`src/rtl/des_stream.sv`:
```
// N-to-M stream deserializer: packs K=M/N beats into one word with SOF alignment,
// selectable beat order, a single-entry valid/ready holding register and error pulses.
module des_stream #(
  parameter int N         = 1,
  parameter int M         = 8,
  parameter int LSB_FIRST = 1,
  localparam int K        = M / N,
  localparam int W        = (K > 1) ? $clog2(K) : 1
) (
  input  logic         clk,
  input  logic         rst,
  input  logic         in_valid,
  input  logic         in_sof,
  input  logic [N-1:0] in_data,
  output logic         out_valid,
  input  logic         out_ready,
  output logic [M-1:0] out_data,
  output logic [W-1:0] beat_idx,
  output logic         overrun,
  output logic         misalign
);

  if (N < 1 || (M % N) != 0) begin : g_bad_cfg
    $error("des_stream: M must be a non-zero multiple of N");
  end

  localparam logic [W-1:0] LAST = W'(K - 1);

  logic [K-1:0][N-1:0] shreg;
  logic [K-1:0][N-1:0] word;
  logic [W-1:0]        slot;
  logic                complete;
  logic                take;
  logic                consume;

  // SOF restarts the word at beat 0 regardless of where the counter was
  assign slot     = in_sof ? '0 : beat_idx;
  assign complete = in_valid && (slot == LAST);
  assign consume  = out_valid && out_ready;
  assign take     = !out_valid || out_ready;

  // Physical slot p receives logical beat J; SOF clears leftovers of a discarded word
  for (genvar p = 0; p < K; p++) begin : g_slot
    localparam int J = (LSB_FIRST != 0) ? p : (K - 1 - p);
    assign word[p] = (slot == W'(J)) ? in_data : (in_sof ? '0 : shreg[p]);
  end

  always_ff @(posedge clk or posedge rst) begin
    if (rst) begin
      beat_idx  <= '0;
      shreg     <= '0;
      out_valid <= 1'b0;
      out_data  <= '0;
      overrun   <= 1'b0;
      misalign  <= 1'b0;
    end else begin
      overrun  <= 1'b0;
      misalign <= 1'b0;
      if (in_valid) begin
        beat_idx <= complete ? '0 : slot + 1'b1;
        shreg    <= complete ? '0 : word;
        misalign <= in_sof && (beat_idx != '0);
      end
      if (complete && take) begin
        out_valid <= 1'b1;
        out_data  <= word;
      end else if (complete) begin
        overrun <= 1'b1;
      end else if (consume) begin
        out_valid <= 1'b0;
      end
    end
  end

endmodule

```
`config.mk`:
```
export PLATFORM = sky130hd
export DESIGN_NAME = des_stream
export DESIGN_NICKNAME = d
export VERILOG_FILES = /design/src/rtl/des_stream.sv
export SDC_FILE = /design/constraint.sdc
export NUM_CORES = 1
export LEC_CHECK = 0
export ABC_AREA = 1
export BUFFER_PORTS_ARGS = -buffer_cell sky130_fd_sc_hd__buf_2
export CORE_MARGIN = 5
export CORE_UTILIZATION = 57
export DETAILED_ROUTE_END_ITERATION = 12
export PLACE_DENSITY = 0.93
export SYNTH_ARGS = -nofsm -noshare
export SYNTH_HDL_FRONTEND = slang
export SYNTH_SLANG_ARGS = --single-unit
```
`constraint.sdc`:
```
create_clock -name clk -period 2.85 [get_ports clk]
set_clock_uncertainty 0.1 [all_clocks]
set_input_delay 0.57 -clock clk [delete_from_list [all_inputs] [get_ports clk]]
set_output_delay 0.57 -clock clk [all_outputs]
set_load 0.03 [all_outputs]
```
# --- Yosys cells after proc, flatten, opt, wreduce, memory -nomap -nowiden ---
# Cells that the tools add are included.
totals:
  output_inout_bits: 14
  word_cells: 57
  reg_bits: 22
op_classes:
  addsub: 1
  muxes: 25
  n_eq_ne: 8
  reduce_logical: 10
op_table:
  columns: ["operator", "count"]
  rows:
  - ["2-to-1 mux 1 bit", 22]
  - ["equality test 3 bit (second input constant)", 4]
  - ["2-to-1 mux 8 bit", 1]
  - ["equality test 3 x 2 -> 1 bit (second input constant)", 2]
  - ["2-to-1 mux 3 bit", 2]
  - ["logical AND 1 bit", 4]
  - ["adder 3 x 1 -> 3 bit (second input constant)", 1]
  - ["equality test 3 x 1 -> 1 bit (second input constant)", 1]
  - ["zero test 3 bit", 1]
  - ["nonzero test 3 bit", 1]
  - ["!= test 2 x 1 -> 1 bit (second input constant)", 1]
  - ["AND reduction 2 bit", 1]
  - ["nonzero test 2 bit", 1]
  - ["zero test 1 bit", 1]
  - ["logical OR 1 bit", 1]

# --- Longest topological paths before layout ---
# Gate-level depths: netlist (run 1).
depth:
  depth_word: 6
  depth_mapped: 9
  depth_no_buf: 9

# --- Least setup slack after synthesis (run 1) ---
# Ideal clock, no wire load.
synth_path:
  kind: "flip-flop to flip-flop"
  start: "reg beat_idx[0]"
  end: "reg out_data[7]"
  t_arrival_ns: 1.637
  stages_incl_launch_ff: 10
  period_less_slack_ns: 1.854
  required_ns: 2.633
  setup_time_ns: 0.117
  n_path_buf: 0
  path_slack_ns: 0.996
  cell_sequence: "dfrtp_1 > inv_1 > nor2_1 > ha_1 > ha_1 > nand2_1 > inv_1 > nand2_1 > nor2_1 > nor2_1"
synth_between:
  elab_chain_cells: 4
  elab_cells_between_ends: 5
synth_rtl:
  columns: ["item", "line", "source"]
  rows:
  - ["from (decl)", "18", "output logic [W-1:0] beat_idx,"]
  - ["from (signal assigned)", "60", "beat_idx <= complete ? '0 : slot + 1'b1;"]
  - ["2-to-1 mux 3 bit (*)", "37", "assign slot = in_sof ? '0 : beat_idx;"]
  - ["equality test 3 bit (*)", "38, 45", null]
  - ["logical AND 1 bit", "38", "assign complete = in_valid && (slot == LAST);"]
  - ["logical AND 1 bit", "64", "if (complete && take) begin"]
  - ["to (signal assigned)", "66", "out_data <= word;"]
  - ["to (decl)", "17", "output logic [M-1:0] out_data,"]
# Mark *: on every way between the ends. The rest lies on a longest branch, timed or not.
# A chain may end at the register's enable or synchronous reset.

# --- Final worst setup path (run 1) ---
# Same ends and word-level chain as after synthesis.

==> flow_summary_export.csv, run 1 <==
group,metric,value,unit
synthesis,synth_most_common_cell,"nand2_1",
global_route,grt_pass1_wl,3.58,mm
placement,port_buffers,19,
critical_path,crit_path_end_kind,"register",
placement,placed_cell_area,1150,um2
synthesis,yosysSeqAreaShare,0.510,
timing,setup_violations,0,
timing,tightest_slew,759,ps
synthesis,synth_edf_count,0,
synthesis,synth_nets,141,
route,wl,2.17,mm
synthesis,netlist_top_cells_count,"nand2_1, nand3_1, dfrtp_1",
job,max_cap_violations,0,
final_layout,layout-drive-gt1-share,0.171,
final_layout,syn2layout_area_growth,14.4,%
clock_tree,clock-sinks,21,
critical_path,r2r_cells,9,
global_route,grt_start_max_net_pins,22,
synthesis,synth.distinct_cells,12,
final_layout,multi_input_area,459,um2
floorplan,die-area,2760,um2
timing,max_freq,532,MHz
critical_path,cp_max_fo,8,
clock_tree,hold_buffers,0,
min_path,hold_class,"in2async",
synthesis,synth_seq_cells,21,
status,outcome,"completed",
global_route,antenna_found_initial,0,
placement,place_inst,173,
final_layout,instances_no_fill,177,
global_route,grt_overflow_total,0,
global_route,grt.total_usage,0.177,
timing,fin_tns_setup,0,ps
timing,rsz0062_at_grt,"false",
route,drt-pass1-iter-count,4,
timing,fin_crit_sh,0.659,
final_layout,fin_area,1180,um2
power,total_power,0.000595,W
route,post_drt_wl_per_cell,12.2,um
route,drt-initial-drc-count,28,
route,vias_per_cell,5.19,
placement,place.gp.congestion,0.823,
route,vias,919,
clock_tree,clk_pin_slew,120,ps
clock_tree,clk_latency,310,ps
timing,maxSlewViolCount,0,
power,power_density,504,nW/um2
clock_tree,htreeDepth,1,
floorplan,start_util,0.597,
final_layout,fillers,139,
route,drc,0,
final_layout,seq_area,526,um2
clock_tree,cts_tree,"yes",
synthesis,synth.area.top_cells,"dfrtp_1, nand2_1, nand3_1",
synthesis,synth-warning-count,0,
synthesis,synthFlopType,"dfrtp_1",
timing,slew_headroom,0.494,
synthesis,synth_area,1030,um2
power,ir_worst_vdd,0.331,mV
clock_tree,cts-root-buf,"clkbuf_4",
synthesis,async_flop_share,1.00,
floorplan,core,1730,um2
power,p_leak,0.709,nW
timing,period_needed,1880,ps
synthesis,synth_top_area_cell,"dfrtp_1",
critical_path,cp-start-kind,"register",
synthesis,syn_area_per_cell,7.93,um2
final_layout,nets,164,
clock_tree,postCtsResizedCells,0,
final_layout,antenna_cells,0,
floorplan,die-width,52.5,um
timing,timing.final.hold_violations,0,
critical_path,crit_type,"reg2reg",
clock_tree,postCtsSetupBuffers,0,
floorplan,io_pins,20,
synthesis,synth_top_area_share,0.510,
global_route,grt_pass1_vias,865,
route,antenna_left,0,
clock_tree,cts_made_buffers,3,
critical_path,critPathRequiredTime,2970,ps
synthesis,synthCells,130,
floorplan,rows,15,
clock_tree,cts_buffer_depth,2,
placement,hpwl,1.62,mm
critical_path,crit_arrival,2000,ps
floorplan,fp.dieH,52.5,um
[worst max-delay path, cell delays in order, from the launching register on]
cell     delay (ps)
dfrtp_1         370
inv_1            60
nor2_1          240
ha_1            250
ha_1            190
nand2_1         140
inv_1            80
nand2_1         150
nor2_1          130
nor2_1           60
[power by group]
part           switching, W  leakage [nW]  internal, W  total (W)
combinational     0.0000835         0.407    0.0000336   0.000117
clock             0.0000921        0.0177    0.0000525   0.000145
sequential        0.0000130         0.284     0.000320   0.000333
total              0.000189         0.709     0.000406   0.000595
[path summary, 6_finish.rpt]
| kind | startpoint | slack [ps] | endpoint |
|---|---|---|---|
| min in group clk | out_data[6]$_DFFE_PP0P_ | 390 | out_data[6]$_DFFE_PP0P_ |
| setup reg to reg | beat_idx[0]$_DFFE_PP0P_ | 970 | out_data[7]$_DFFE_PP0P_ |
| hold / removal | rst | 270 | out_data[7]$_DFFE_PP0P_ |
| setup / recovery | beat_idx[0]$_DFFE_PP0P_ | 970 | out_data[7]$_DFFE_PP0P_ |
| hold reg to reg | out_data[6]$_DFFE_PP0P_ | 390 | out_data[6]$_DFFE_PP0P_ |
| max in group asynchronous | rst | 1900 | misalign$_DFF_PP0_ |
[flip-flops by register name, indices dropped and copies added (netlist names)]
name	cells
out_valid	1
out_data	8
beat_idx	3
overrun	1
shreg	7
misalign	1
[stage by stage]
step | utilization | hold WS, ps | worst slack (ps)
finish | 0.683 | 271 | 971
global route | 0.683 | 334 | 771
CTS | 0.683 | 303 | 965
detailed placement | 0.667 | 363 | 669
global placement | 0.667 | 364 | 805
floorplan | - | 349 | 996
[layout make-up]
type | instances | share of cell area
Sequential cell | 21 | 0.445
Multi-Input combinational cell | 97 | 0.389
Timing Repair Buffer | 19 | 0.0806
Inverter | 11 | 0.0350
Tap cell | 25 | 0.0265
Clock buffer | 3 | 0.0191
Clock inverter | 1 | 0.00424
[layout by cell type (no fill, tap or decap), drive strengths merged]
cell type   n
nor2        8
dfrtp      21
a31oi       1
a21oi       1
o21ai       3
buf        19
clkbuf      3
ha          5
clkinv      1
nand3      24
nand2      55
inv        11
[kinds of logic after synthesis]
family                   synth area share
flip-flops                          0.510
AO/OA/AOI/OAI                      0.0364
AND/OR/NAND/NOR                     0.348
buffers and inverters              0.0449
adder cells (fa/ha/maj)            0.0607
[routing by layer]
metal | wire length [um] | GRT usage | up-vias
li1 | - | - | 456
met3 | 103 | 0.0285 | 5
met2 | 1060 | 0.298 | 34
met5 | 0 | 0 | -
met1 | 960 | 0.212 | 424
met4 | 45 | 0.102 | 0
(Power assumes the default switching activity.)
==> inputs of run 2 (changes only) <==
--- a/config.mk
+++ b/config.mk
@@ -8,9 +8,9 @@
 export ABC_AREA = 1
 export BUFFER_PORTS_ARGS = -buffer_cell sky130_fd_sc_hd__buf_2
 export CORE_MARGIN = 5
-export CORE_UTILIZATION = 57
+export CORE_UTILIZATION = 52
 export DETAILED_ROUTE_END_ITERATION = 12
-export PLACE_DENSITY = 0.93
+export PLACE_DENSITY = 0.87
 export SYNTH_ARGS = -nofsm -noshare
 export SYNTH_HDL_FRONTEND = slang
 export SYNTH_SLANG_ARGS = --single-unit
==> constraint.sdc (replaced) <==
create_clock -name clk -period 1.85 [get_ports clk]
set_clock_uncertainty 0.1 [all_clocks]
set_input_delay 0.37 -clock clk [delete_from_list [all_inputs] [get_ports clk]]
set_output_delay 0.37 -clock clk [all_outputs]
set_load 0.03 [all_outputs]
==> run 2 against run 1 <==
  * Final area grew 5.2%
  * Utilization shrank 3.7 points
  * First-iteration DRC count grew 21%
  * Clock power rose by 51%
  * Critical endpoint is now out_data[2]$_DFFE_PP0P_
  * Largest cell class unchanged
==> flow_summary_export.csv, run 2 (synthesis results as in run 1) <==
group,metric,value,unit
status,outcome,"completed",
global_route,grt_overflow_total,0,
placement,hpwl,1.65,mm
timing,timing.final.hold_violations,0,
timing,maxSlewViolCount,0,
clock_tree,cts-root-buf,"clkbuf_4",
timing,tightest_slew,385,ps
power,power_frac_comb,0.207,
critical_path,critPathRequiredTime,2000,ps
power,power_density,746,nW/um2
timing,period_needed,1710,ps
final_layout,nets,171,
route,drt-pass1-iter-count,4,
timing,fin_crit_sh,0.923,
floorplan,fp.dieH,54.5,um
route,wl,2.09,mm
clock_tree,cts_tree,"yes",
placement,pre_cts_ws,82.3,ps
route,vias,912,
timing,setup_violations,0,
global_route,antenna_found_initial,0,
final_layout,fillers,163,
floorplan,core,1920,um2
final_layout,reg.largest.list,"out_data x8, shreg x7, beat_idx x3",
floorplan,die-width,54.5,um
route,post_drt_wl_per_cell,11.2,um
clock_tree,clk_pin_slew,110,ps
min_path,hold_class,"in2reg",
global_route,grt_pass1_vias,817,
clock_tree,clk_latency,300,ps
route,antenna_left,0,
clock_tree,clock-sinks,21,
timing,setup_ws,142,ps
global_route,grt.total_usage,0.164,
final_layout,fin_util,0.646,
power,clkPwrFrac,0.237,
timing,slew_headroom,0.743,
route,met3_length,115,um
route,wl_met1,918,um
clock_tree,cts_buffer_depth,2,
final_layout,syn2layout_area_growth,20.4,%
final_layout,antenna_cells,0,
route,drc,0,
critical_path,crit_path_end_kind,"register",
floorplan,rows,16,
critical_path,cp-start-kind,"register",
critical_path,cp_max_fo,8,
power,seqPwrFrac,0.556,
clock_tree,cts_made_buffers,3,
final_layout,layout_common_cells,"nand2_1, nand3_1, dfrtp_1, buf_2, inv_1",
route,routed.top_layer,"met4",
route,vias_per_cell,4.90,
clock_tree,htreeDepth,1,
global_route,grt_start_max_net_pins,13,
critical_path,crit_type,"reg2reg",
route,met2_length,1.04,mm
timing,rsz0062_at_grt,"false",
power,ir_worst_vdd,0.522,mV
final_layout,instances_no_fill,186,
critical_path,crit_arrival,1860,ps
final_layout,fin_area,1240,um2
final_layout,final_common_cell,"nand2_1",
placement,place.gp.congestion,0.852,
floorplan,io_pins,20,
job,max_cap_violations,0,
placement,port_buffers,19,
power,p_leak,0.739,nW
timing,fin_tns_setup,0,ps
placement,place_inst,181,
timing,max_freq,585,MHz
placement,placed_cell_area,1200,um2
final_layout,regMostFlops,"out_data",
global_route,grt_pass1_wl,3.48,mm
power,p_switching,0.000285,W
final_layout,largest_reg_flops,8,
power,p_int,0.000641,W
power,switching_share,0.308,
final_layout,layout-drive-gt1-share,0.214,
floorplan,die-area,2970,um2
route,drt-initial-drc-count,34,
floorplan,start_util,0.536,
run 2: changes by cell type in the layout (fill, tap and decap cells not counted):
cell and change:
buf_4 +6, dfrtp_1 -2, dfrtp_2 +2, clkbuf_1 +1
clkinv_2 -1, dlygate4sd3_1 +1, nand2_1 -1, nand2_2 +1
run 2: routing by layer:
layer	vias to the layer above	track usage
li1	474	-
met1	403	0.191
met2	33	0.295
met3	2	0.0272
met4	0	0.0622
met5	-	0
run 2: final timing paths:
kind	startpoint	endpoint	slack, ps	cells past startpoint
min in group asynchronous	rst	misalign$_DFF_PP0_	470	3
worst max register to register	beat_idx[1]$_DFFE_PP0P_	out_data[2]$_DFFE_PP0P_	140	8
worst min-delay path	in_sof	misalign$_DFF_PP0_	210	3
worst max-delay path	beat_idx[1]$_DFFE_PP0P_	out_data[2]$_DFFE_PP0P_	140	8
worst min register to register	shreg[2]$_DFFE_PP0P_	shreg[2]$_DFFE_PP0P_	390	2
max in group asynchronous	rst	out_data[3]$_DFFE_PP0P_	690	4
run 2: critical path: stages, from the launching register on:
cell     delay (ps)
dfrtp_1         390
inv_1            80
nor2_1          130
ha_1            180
ha_1            180
nand2_1         130
a21oi_4         260
nand3_1         130
nand2_1          70
run 2: final cells by class:
type / count / area [um2] / share of cell area
well taps: 27 / 33.8 / 0.0272
clock buffers: 4 / 26.3 / 0.0212
multi-input cells: 97 / 462 / 0.372
repair buffers: 26 / 150 / 0.121
inverters: 11 / 41.3 / 0.0333
flip-flops and latches: 21 / 528 / 0.425
run 2: power by group through the flow:
stage	registers (W)	logic (W)	clock network (W)
global placement	0.000521	0.000185	0
CTS	0.000514	0.000194	0.000226
floorplan	0.000555	0.0000952	0
global route	0.000518	0.000217	0.000242
detailed placement	0.000523	0.000192	0
finish	0.000515	0.000192	0.000219
run 2: stage by stage:
| stage | power (W) | hold slack (ps) |
|---|---|---|
| final | 0.000926 | 211 |
| after global routing | 0.000977 | 226 |
| after CTS | 0.000934 | 206 |
| after detailed placement | 0.000714 | 265 |
| after global placement | 0.000706 | 259 |
| after floorplan | 0.000650 | 246 |
run 2: repair_timing:
action,in CTS,in global routing
hold buffers,1,0
resized for setup,0,2
endpoints found under the hold margin,9,0
setup endpoints to repair,0,2
setup buffers,0,0
